### src/rtl/vrf_ctrl_pkg.sv
// Shared types and default parameters for the vector register file sequencer.
package vrf_ctrl_pkg;

  // Default geometry: 8 elements per register, 32 registers, 2-cycle datapath.
  localparam int SIZE_V_DEF  = 8;
  localparam int REG_NUM_DEF = 5;
  localparam int LAT_DEF     = 2;
  localparam int OP_W_DEF    = 4;

  // Sequencer control states.
  typedef enum logic [1:0] {
    ST_IDLE  = 2'd0,
    ST_ISSUE = 2'd1,
    ST_DRAIN = 2'd2
  } state_e;

endpackage

### src/rtl/vrf_wr_delay.sv
// Fixed-depth delay line carrying write requests from read time to write time.
// Every stage's valid bit and key field are visible so the sequencer can detect
// reads of a register that still has writes in flight.
module vrf_wr_delay #(
  parameter int DEPTH = 3,
  parameter int W     = 6,
  parameter int KEY_W = 5
) (
  input  logic                   clk_i,
  input  logic                   rst_i,
  input  logic                   valid_i,
  input  logic [W-1:0]           data_i,
  output logic                   valid_o,
  output logic [W-1:0]           data_o,
  output logic [DEPTH-1:0]       stage_valid_o,
  output logic [DEPTH*KEY_W-1:0] stage_key_o
);

  logic [DEPTH-1:0] valid_q, valid_d;
  logic [W-1:0]     data_q [DEPTH];
  logic [W-1:0]     data_d [DEPTH];

  // Shift every entry one stage further; stage 0 takes the new request.
  always_comb begin
    valid_d[0] = valid_i;
    data_d[0]  = data_i;
    for (int s = 1; s < DEPTH; s++) begin
      valid_d[s] = valid_q[s-1];
      data_d[s]  = data_q[s-1];
    end
  end

  // Pipeline registers; reset empties the line and clears payloads.
  always_ff @(posedge clk_i) begin
    if (rst_i) begin
      valid_q <= '0;
      for (int s = 0; s < DEPTH; s++) data_q[s] <= '0;
    end else begin
      valid_q <= valid_d;
      data_q  <= data_d;
    end
  end

  // Expose the key field (top bits of the payload) of every stage.
  always_comb begin
    stage_key_o = '0;
    for (int s = 0; s < DEPTH; s++) begin
      stage_key_o[s*KEY_W +: KEY_W] = data_q[s][W-1 -: KEY_W];
    end
  end

  assign stage_valid_o = valid_q;
  assign valid_o       = valid_q[DEPTH-1];
  assign data_o        = data_q[DEPTH-1];

endmodule

### src/rtl/vrf_sequencer.sv
// Vector instruction sequencer: reads SIZE_V element pairs from the register
// file, then writes each result LAT+1 cycles later. A new instruction may
// start reading while the previous one is still writing, unless it reads a
// register that still has writes pending.
module vrf_sequencer
  import vrf_ctrl_pkg::*;
#(
  parameter int SIZE_V  = SIZE_V_DEF,
  parameter int REG_NUM = REG_NUM_DEF,
  parameter int LAT     = LAT_DEF,
  parameter int OP_W    = OP_W_DEF
) (
  input  logic                 clk_i,
  input  logic                 rst_i,
  input  logic                 instr_valid_i,
  output logic                 instr_ready_o,
  input  logic [REG_NUM-1:0]   vs1_i,
  input  logic [REG_NUM-1:0]   vs2_i,
  input  logic [REG_NUM-1:0]   vd_i,
  input  logic [OP_W-1:0]      op_i,
  output logic [2*REG_NUM-1:0] rd_addr_o,
  output logic [1:0]           rd_valid_o,
  output logic [OP_W-1:0]      op_o,
  output logic [REG_NUM-1:0]   wr_addr_o,
  output logic                 wr_valid_o,
  output logic                 done_o,
  output logic                 busy_o
);

  localparam int DEPTH = LAT + 1;
  localparam int CNT_W = (SIZE_V > 1) ? $clog2(SIZE_V) : 1;
  localparam int PAY_W = REG_NUM + 1;
  localparam logic [CNT_W-1:0] CNT_LAST = CNT_W'(SIZE_V - 1);

  state_e             state_q, state_d;
  logic [CNT_W-1:0]   cnt_q, cnt_d;
  logic [REG_NUM-1:0] vs1_q, vs1_d, vs2_q, vs2_d, vd_q, vd_d;
  logic [OP_W-1:0]    op_q, op_d;

  logic                     issue, elem_last, handshake, hazard, pipe_busy;
  logic                     pipe_out_valid;
  logic [PAY_W-1:0]         pipe_in, pipe_out;
  logic [DEPTH-1:0]         stage_valid;
  logic [DEPTH*REG_NUM-1:0] stage_vd;

  assign issue     = (state_q == ST_ISSUE);
  assign elem_last = issue && (cnt_q == CNT_LAST);
  assign pipe_in   = issue ? {vd_q, elem_last} : '0;

  // Payload is {vd, last}; the key seen by the hazard compare is vd.
  vrf_wr_delay #(
    .DEPTH(DEPTH),
    .W    (PAY_W),
    .KEY_W(REG_NUM)
  ) u_wr_delay (
    .clk_i        (clk_i),
    .rst_i        (rst_i),
    .valid_i      (issue),
    .data_i       (pipe_in),
    .valid_o      (pipe_out_valid),
    .data_o       (pipe_out),
    .stage_valid_o(stage_valid),
    .stage_key_o  (stage_vd)
  );

  // RAW hold-off: block a new instruction that reads any register still in flight.
  always_comb begin
    hazard = 1'b0;
    for (int s = 0; s < DEPTH; s++) begin
      if (stage_valid[s] && ((stage_vd[s*REG_NUM +: REG_NUM] == vs1_i) ||
                             (stage_vd[s*REG_NUM +: REG_NUM] == vs2_i))) begin
        hazard = 1'b1;
      end
    end
  end

  assign pipe_busy     = |stage_valid;
  assign instr_ready_o = ((state_q == ST_IDLE) || (state_q == ST_DRAIN)) && !hazard;
  assign handshake     = instr_valid_i && instr_ready_o;

  assign rd_valid_o = {issue, issue};
  assign rd_addr_o  = {vs2_q, vs1_q};
  assign op_o       = op_q;
  assign wr_valid_o = pipe_out_valid;
  assign wr_addr_o  = pipe_out[PAY_W-1:1];
  assign done_o     = pipe_out_valid && pipe_out[0];
  assign busy_o     = (state_q != ST_IDLE) || pipe_busy;

  // Next state, element counter and instruction latch.
  always_comb begin
    state_d = state_q;
    cnt_d   = cnt_q;
    vs1_d   = vs1_q;
    vs2_d   = vs2_q;
    vd_d    = vd_q;
    op_d    = op_q;
    case (state_q)
      ST_IDLE: begin
        if (handshake) begin
          state_d = ST_ISSUE;
          cnt_d   = '0;
          vs1_d   = vs1_i;
          vs2_d   = vs2_i;
          vd_d    = vd_i;
          op_d    = op_i;
        end
      end
      ST_ISSUE: begin
        if (cnt_q == CNT_LAST) begin
          cnt_d   = '0;
          state_d = ST_DRAIN;
        end else begin
          cnt_d = cnt_q + CNT_W'(1);
        end
      end
      ST_DRAIN: begin
        if (handshake) begin
          state_d = ST_ISSUE;
          cnt_d   = '0;
          vs1_d   = vs1_i;
          vs2_d   = vs2_i;
          vd_d    = vd_i;
          op_d    = op_i;
        end else if (!pipe_busy) begin
          state_d = ST_IDLE;
        end
      end
      default: state_d = ST_IDLE;
    endcase
  end

  // State and latched-instruction registers with synchronous reset.
  always_ff @(posedge clk_i) begin
    if (rst_i) begin
      state_q <= ST_IDLE;
      cnt_q   <= '0;
      vs1_q   <= '0;
      vs2_q   <= '0;
      vd_q    <= '0;
      op_q    <= '0;
    end else begin
      state_q <= state_d;
      cnt_q   <= cnt_d;
      vs1_q   <= vs1_d;
      vs2_q   <= vs2_d;
      vd_q    <= vd_d;
      op_q    <= op_d;
    end
  end

endmodule

### config.mk
export PLATFORM = sky130hd
export DESIGN_NAME = vrf_sequencer
export DESIGN_NICKNAME = d
export VERILOG_FILES = /design/src/rtl/vrf_ctrl_pkg.sv /design/src/rtl/vrf_wr_delay.sv /design/src/rtl/vrf_sequencer.sv
export SDC_FILE = /design/constraint.sdc
export NUM_CORES = 1
export LEC_CHECK = 0
export ABC_AREA = 1
export ABC_CLOCK_PERIOD_IN_PS = 3700
export CAP_MARGIN = 20
export CORE_MARGIN = 5
export CORE_UTILIZATION = 55
export CTS_CLUSTER_SIZE = 30
export DETAILED_ROUTE_END_ITERATION = 8
export HOLD_SLACK_MARGIN = 0.15
export PLACE_DENSITY_LB_ADDON = 0.1
export SLEW_MARGIN = 10
export SYNTH_ARGS = -nofsm -noshare
export SYNTH_HDL_FRONTEND = slang
export SYNTH_HIERARCHICAL = 1
export SYNTH_SLANG_ARGS = --single-unit
### constraint.sdc
create_clock -name clk_i -period 3.7 [get_ports clk_i]
set_clock_uncertainty 0.2 [all_clocks]
set_input_delay 0.37 -clock clk_i [delete_from_list [all_inputs] [get_ports clk_i]]
set_output_delay 0.37 -clock clk_i [all_outputs]
set_load 0.02 [all_outputs]
Yosys cells after proc, flatten, opt, wreduce, memory -nomap -nowiden
Index checks and enable logic that the tools add are counted.

word-level totals
  bits in registers = 45
  input port bits = 22
  output and inout bits = 25
  logic and storage cells = 58

operators by class
  add/subtract/negate cells = 1
  eq/ne operators = 13
  muxes and demuxes = 11
  bitwise gates (word level) = 1
  reductions and logical operators = 22

operator list
  operator             number
  $eq 5x5->1           6
  $mux 2               4
  $logic_and 1x1->1    7
  $mux 3               2
  $pmux 2 s3           1
  $pmux 3 s2           1
  $logic_or 1x1->1     5
  $ne 2x1->1 const B   2
  $reduce_and 2->1     2
  $reduce_bool 2->1    2
  $reduce_or 2->1      2
  $add 3x1->3 const B  1
  $eq 3x3->1 const B   1
  $mux 1               3
  $ne 3x3->1 const B   1
  $reduce_and 3->1     1
  $reduce_or 3->1      1
  $eq 2x1->1 const B   1
  $eq 2x2->1 const B   1
  $logic_not 2->1      1
  $ne 2x2->1 const B   1
  $logic_not 1->1      1
  $not 1->1            1

Longest topological paths before layout
  depth in word-level cells = 11
  depth in mapped cells = 15
  mapped depth without buffers = 13

Modules after synthesis
Netlist, hierarchy kept.

modules (own cells, without submodules)
  module         times used  cells an instance  area each (µm²)  seq. area each (µm²)
  vrf_sequencer  1           271                1565.3           480.5
  vrf_wr_delay   1           81                 720.7            420.4

Worst setup path before layout
OpenSTA, ideal clock, no wires.

  path type = register to output
  start = reg u_wr_delay.data_q (netlist bit u_wr_delay/data_o[1])
  end = out instr_ready_o
  arrival time = 1.268 ns
  required time = 3.130 ns
  slack = 1.862 ns
  stages on the path, launching flop included = 10
  path buffers = 1
  cells stage by stage = dfxtp_1 > buf_4 > nor2_1 > nor2_1 > nor2_1 > nand3_1 > nand2_2 > nand2_1 > nand2_1 > nor2_1

on the way
  longest elaborated chain between the ends = 6
  elaborated cells between the ends (all ways) = 7
  classes of those cells = 2 x eq/ne; 1 x mux; 4 x reduce/logical

ends and longest elaborated chain
  element                               line                                      source
  start: declaration                    vrf_wr_delay.sv:20                        logic [W-1:0] data_q [DEPTH];
  start signal: assignment              vrf_wr_delay.sv:40                        data_q <= data_d;
  $eq 5x5->1, on equally long branches  vrf_sequencer.sv:70, vrf_sequencer.sv:71
  $logic_or 1x1->1 *                    vrf_sequencer.sv:70                       if (stage_valid[s] && ((stage_vd[s*REG_NUM +: REG_NUM] == vs1_i) ||
  $logic_and 1x1->1 *                   vrf_sequencer.sv:70
  $mux 1 *                              vrf_sequencer.sv:70
  $logic_not 1->1 *                     vrf_sequencer.sv:78                       assign instr_ready_o = ((state_q == ST_IDLE) || (state_q == ST_DRAIN)) && !hazard;
  $logic_and 1x1->1 *                   vrf_sequencer.sv:78
  end: declaration                      vrf_sequencer.sv:16                       output logic instr_ready_o,

Every way passes the cells marked *; elsewhere a longest branch is shown, timed or not.

Final worst setup path
  start = in vs2_i[0]
  end = out instr_ready_o

on the way
  longest elaborated chain between the ends = 8
  elaborated cells between the ends (all ways) = 14
  classes of those cells = 3 x eq/ne; 3 x mux; 8 x reduce/logical

ends and longest elaborated chain
  element              line                 source
  start: declaration   vrf_sequencer.sv:18  input logic [REG_NUM-1:0] vs2_i,
  $eq 5x5->1           vrf_sequencer.sv:71  (stage_vd[s*REG_NUM +: REG_NUM] == vs2_i))) begin
  $logic_or 1x1->1     vrf_sequencer.sv:70
  $logic_and 1x1->1    vrf_sequencer.sv:70
  $mux 1 (2 in a row)  vrf_sequencer.sv:70
  $mux 1 *             vrf_sequencer.sv:70
  $logic_not 1->1 *    vrf_sequencer.sv:78
  $logic_and 1x1->1 *  vrf_sequencer.sv:78

Marked as above.

==> qor.tcl <==
set qor(outcome) {completed}
set qor(yosys_warnings) 6
set qor(port_buffers) 46
set qor(cts_tree) {done}
set qor(compound_gate_portion_of_the_synthesized_area) 0.06076
set qor(detail_route.vias_per_cell) 4.598
set qor(clk_lat_worst_skew_ns) 0.29
set qor(totalWireLength_mm) 4.822
set qor(yosys-top-cells-count) {sky130_fd_sc_hd__nor2_1, sky130_fd_sc_hd__nand2_1, sky130_fd_sc_hd__inv_1}
set qor(synthXorXnorAreaFrac) 0.02682
set qor(hold_path.class) {register to register}
set qor(leakage_power_of_the_design_nw) 1.211
set qor(finalWorstPathRequiredPeriod_ns) 2.906
set qor(yosys-mux-area-fraction) 0
set qor(setup-violations-final) 0
set qor(final_nets) 404
set qor(worst_setup_hold_path_clk_slew_ns) 0.08
set qor(gp_routability_congestion) 0.9424
set qor(ctsResizeCount) 0
set qor(max-vdd-ir-drop_v) 0.0002888
set qor(synth_fa_ha_area_frac) 0.01095
set qor(cts_setup_buffers) 0
set qor(max_freq_mhz) 344.1
set qor(grt_pass1_wl_mm) 8.024
set qor(drc) 0
set qor(required_ns) 3.13
set qor(grt_max_degree) 29
set qor(start_util) 0.5674
set qor(rsz0062_at_grt) {false}
set qor(ctsRootBufferMaster) {sky130_fd_sc_hd__clkbuf_8}
set qor(n_antenna_cell) 0
set qor(coreArea_mm2) 0.004029
set qor(boundaryPins) 47
set qor(post-route-worst-setup-slack_ns) 0.7936
set qor(die_h_um) 74.47
set qor(dr.pass1.iters) 4
set qor(crit_path_end) {instr_ready_o}
set qor(netlist.area_leader.share) 0.3941
set qor(max-slew-margin-rel) 0.6057
set qor(worstSetupStartpoint) {vs2_i[0]}
set qor(grt_antenna_before_repair) 0
set qor(finalHoldViolCount) 0
set qor(dr_total_vias) 1977
set qor(area_growth_pct) 18.56
set qor(worstRegToRegCells) 13
set qor(final.fill_count) 378
set qor(dominantRegCellSynth) {sky130_fd_sc_hd__dfxtp_1}
set qor(drive_gt1_frac) 0.05000
set qor(synth_top_family_by_area) {simple AND/OR/NAND/NOR gates}
set qor(rr_endpoint) {vd_q[2]}
set qor(globalRouteTotalUtil) 0.1900
set qor(fp.dieArea_mm2) 0.005546
set qor(h_tree_depth) 2
set qor(routed_wire_length_per_instance_um) 11.21
set qor(cap_violations) 0
set qor(start_kind) {primary input}
set qor(ant_nets) 0
set qor(fin_tns_setup_ns) 0
set qor(power-per-cell-area_mw_per_mm2) 382.1
set qor(cts_buffers) 5
set qor(portion_of_the_post_synthesis_area_used_by_sequential_elements) 0.3941
set qor(cp_data_arrival_time_ns) 2.34
set qor(worst_setup_path_class) {primary input to output port}
set qor(synth.lib_cells_used.distinct) 23
set qor(yosysMostFrequentCell) {sky130_fd_sc_hd__nor2_1}
set qor(layout_worst_path_cycle_share) 0.7855
set qor(first_iter_violations) 101
set qor(worst_slew_pin_tran_ns) 0.5907
set qor(netlist_instances) 352
set qor(final_worst_hold_slack_ns) 0.2114
set qor(synth.area.top_cells) {sky130_fd_sc_hd__dfxtp_1, sky130_fd_sc_hd__nor2_1, sky130_fd_sc_hd__nand2_1}
set qor(core.rowCount) 23
set qor(gr-total-overflow) 0
set qor(worst_setup_path_end_kind) {output port}
set qor(final-max-slew-violation-count) 0
set qor(synth_seq_cells) 45
set qor(synth-simple-area-share) 0.3136
set qor(cts_hold_repair.buffers) 0
set qor(reg2reg_slack_ns) 1.77
set qor(worstReg2RegStart) {u_wr_delay/stage_key_o[1]}
set qor(syn-mean-instance-area_um2) 6.494
set qor(synth_edf_count) 0
set qor(die_width_um) 74.47
set qor(dp_hpwl_mm) 3.574
set qor(synthDominantAreaCellType) {sky130_fd_sc_hd__dfxtp_1}
set qor(tritoncts_num_sinks) 45
set qor(synthesis.area_mm2) 0.002286
set qor(async_reset_ff_frac) 0
set qor(clock_path_buffers) 2
set qor(synthesis.nets) 376
set qor(place_ws_ns) 0.8627
set qor(vias_in_the_first_global_route) 1818
set qor(timing.critical_path.fanout_max) 7
==> worst min-delay path by stage <==
stage	startpoint	to	slack, ns	cells past startpoint
3_3_place_gp	u_wr_delay/data_d[6]	u_wr_delay/data_d[0]	0.19	2
6_report	u_wr_delay/data_d[0]	u_wr_delay/data_o[0]	0.21	2
3_5_place_dp	u_wr_delay/data_d[0]	u_wr_delay/data_o[0]	0.20	2
4_1_cts	u_wr_delay/data_d[0]	u_wr_delay/data_o[0]	0.22	2
2_1_floorplan	u_wr_delay/data_d[6]	u_wr_delay/data_d[0]	0.19	2
5_1_grt	u_wr_delay/data_d[6]	u_wr_delay/data_d[0]	0.23	2
==> metrics by stage <==
step	area [um^2]	instances	total power (W)	utilization
6_report	2710	430	0.001036	0.6727
3_3_place_gp	2620	423	0.0007371	0.6503
3_5_place_dp	2620	423	0.0007407	0.6503
5_1_grt	2710	430	0.001092	0.6727
2_1_floorplan	2286	352	0.0006636	-
4_1_cts	2710	430	0.001050	0.6727
==> where the power goes <==
group	internal (W)	total (W)	switching, W
Sequential	0.000511	0.000527	0.0000167
Combinational	0.0000892	0.000201	0.000111
Clock	0.000148	0.000308	0.000160
==> critical path, cell delays in order <==
cell and delay, ns:
sky130_fd_sc_hd__clkdlybuf4s50_1 0.61, sky130_fd_sc_hd__nor2_1 0.09, sky130_fd_sc_hd__nor2_1 0.11, sky130_fd_sc_hd__nor2_1 0.06, sky130_fd_sc_hd__nand3_1 0.08, sky130_fd_sc_hd__nand2_2 0.08
sky130_fd_sc_hd__nand2_1 0.06, sky130_fd_sc_hd__nand2_1 0.06, sky130_fd_sc_hd__nor2_1 0.17, sky130_fd_sc_hd__clkdlybuf4s50_1 0.65
==> sequential cells by signal, indices dropped and copies added (netlist names) <==
signal / cells
cnt_q: 3
op_o: 4
state_q: 2
u_wr_delay/data_d: 2
u_wr_delay/data_o: 6
u_wr_delay/stage_key_o: 10
u_wr_delay/stage_valid_o: 3
vd_q: 5
vs1_q: 5
vs2_q: 5
==> routing by layer <==
metal / up-vias / GRT usage / wire [um]
met4: 0 / 0.08103 / 129
met3: 12 / 0.03649 / 239
li1: 1064 / - / -
met2: 55 / 0.3346 / 2377
met5: - / 0 / 0
met1: 846 / 0.2241 / 2075
==> cell type report <==
type,instances,area [um^2],share of cell area
Timing Repair Buffer,47,467.9,0.1727
Clock inverter,1,7.507,0.002770
Inverter,65,246.5,0.09095
Clock buffer,6,82.58,0.03047
Sequential cell,45,900.9,0.3324
Multi-Input combinational cell,216,942.2,0.3476
Tap cell,50,62.56,0.02308
==> layout by cell type, fill, tap and decap left out, types with 2 or more instances in the layout <==
cell and count:
sky130_fd_sc_hd__nand3_1 11, sky130_fd_sc_hd__nand2_1 76, sky130_fd_sc_hd__o21ai_0 19, sky130_fd_sc_hd__a21oi_1 4, sky130_fd_sc_hd__ha_1 2, sky130_fd_sc_hd__nor2_1 91
sky130_fd_sc_hd__inv_2 6, sky130_fd_sc_hd__dfxtp_1 45, sky130_fd_sc_hd__nand2_2 2, sky130_fd_sc_hd__inv_1 57, sky130_fd_sc_hd__xnor2_1 6, sky130_fd_sc_hd__clkdlybuf4s50_1 46
sky130_fd_sc_hd__clkbuf_8 6
==> logic make-up after synthesis <==
kind of cell / count (synthesis)
adders and majority gates: 2
xor gates and xnor gates: 7
buffers and inverters: 91
and+or+nand+nor: 182
DFF: 45
AOI/OAI and AO/OA: 25
Note: power is estimated with default switching activity, not from simulation.
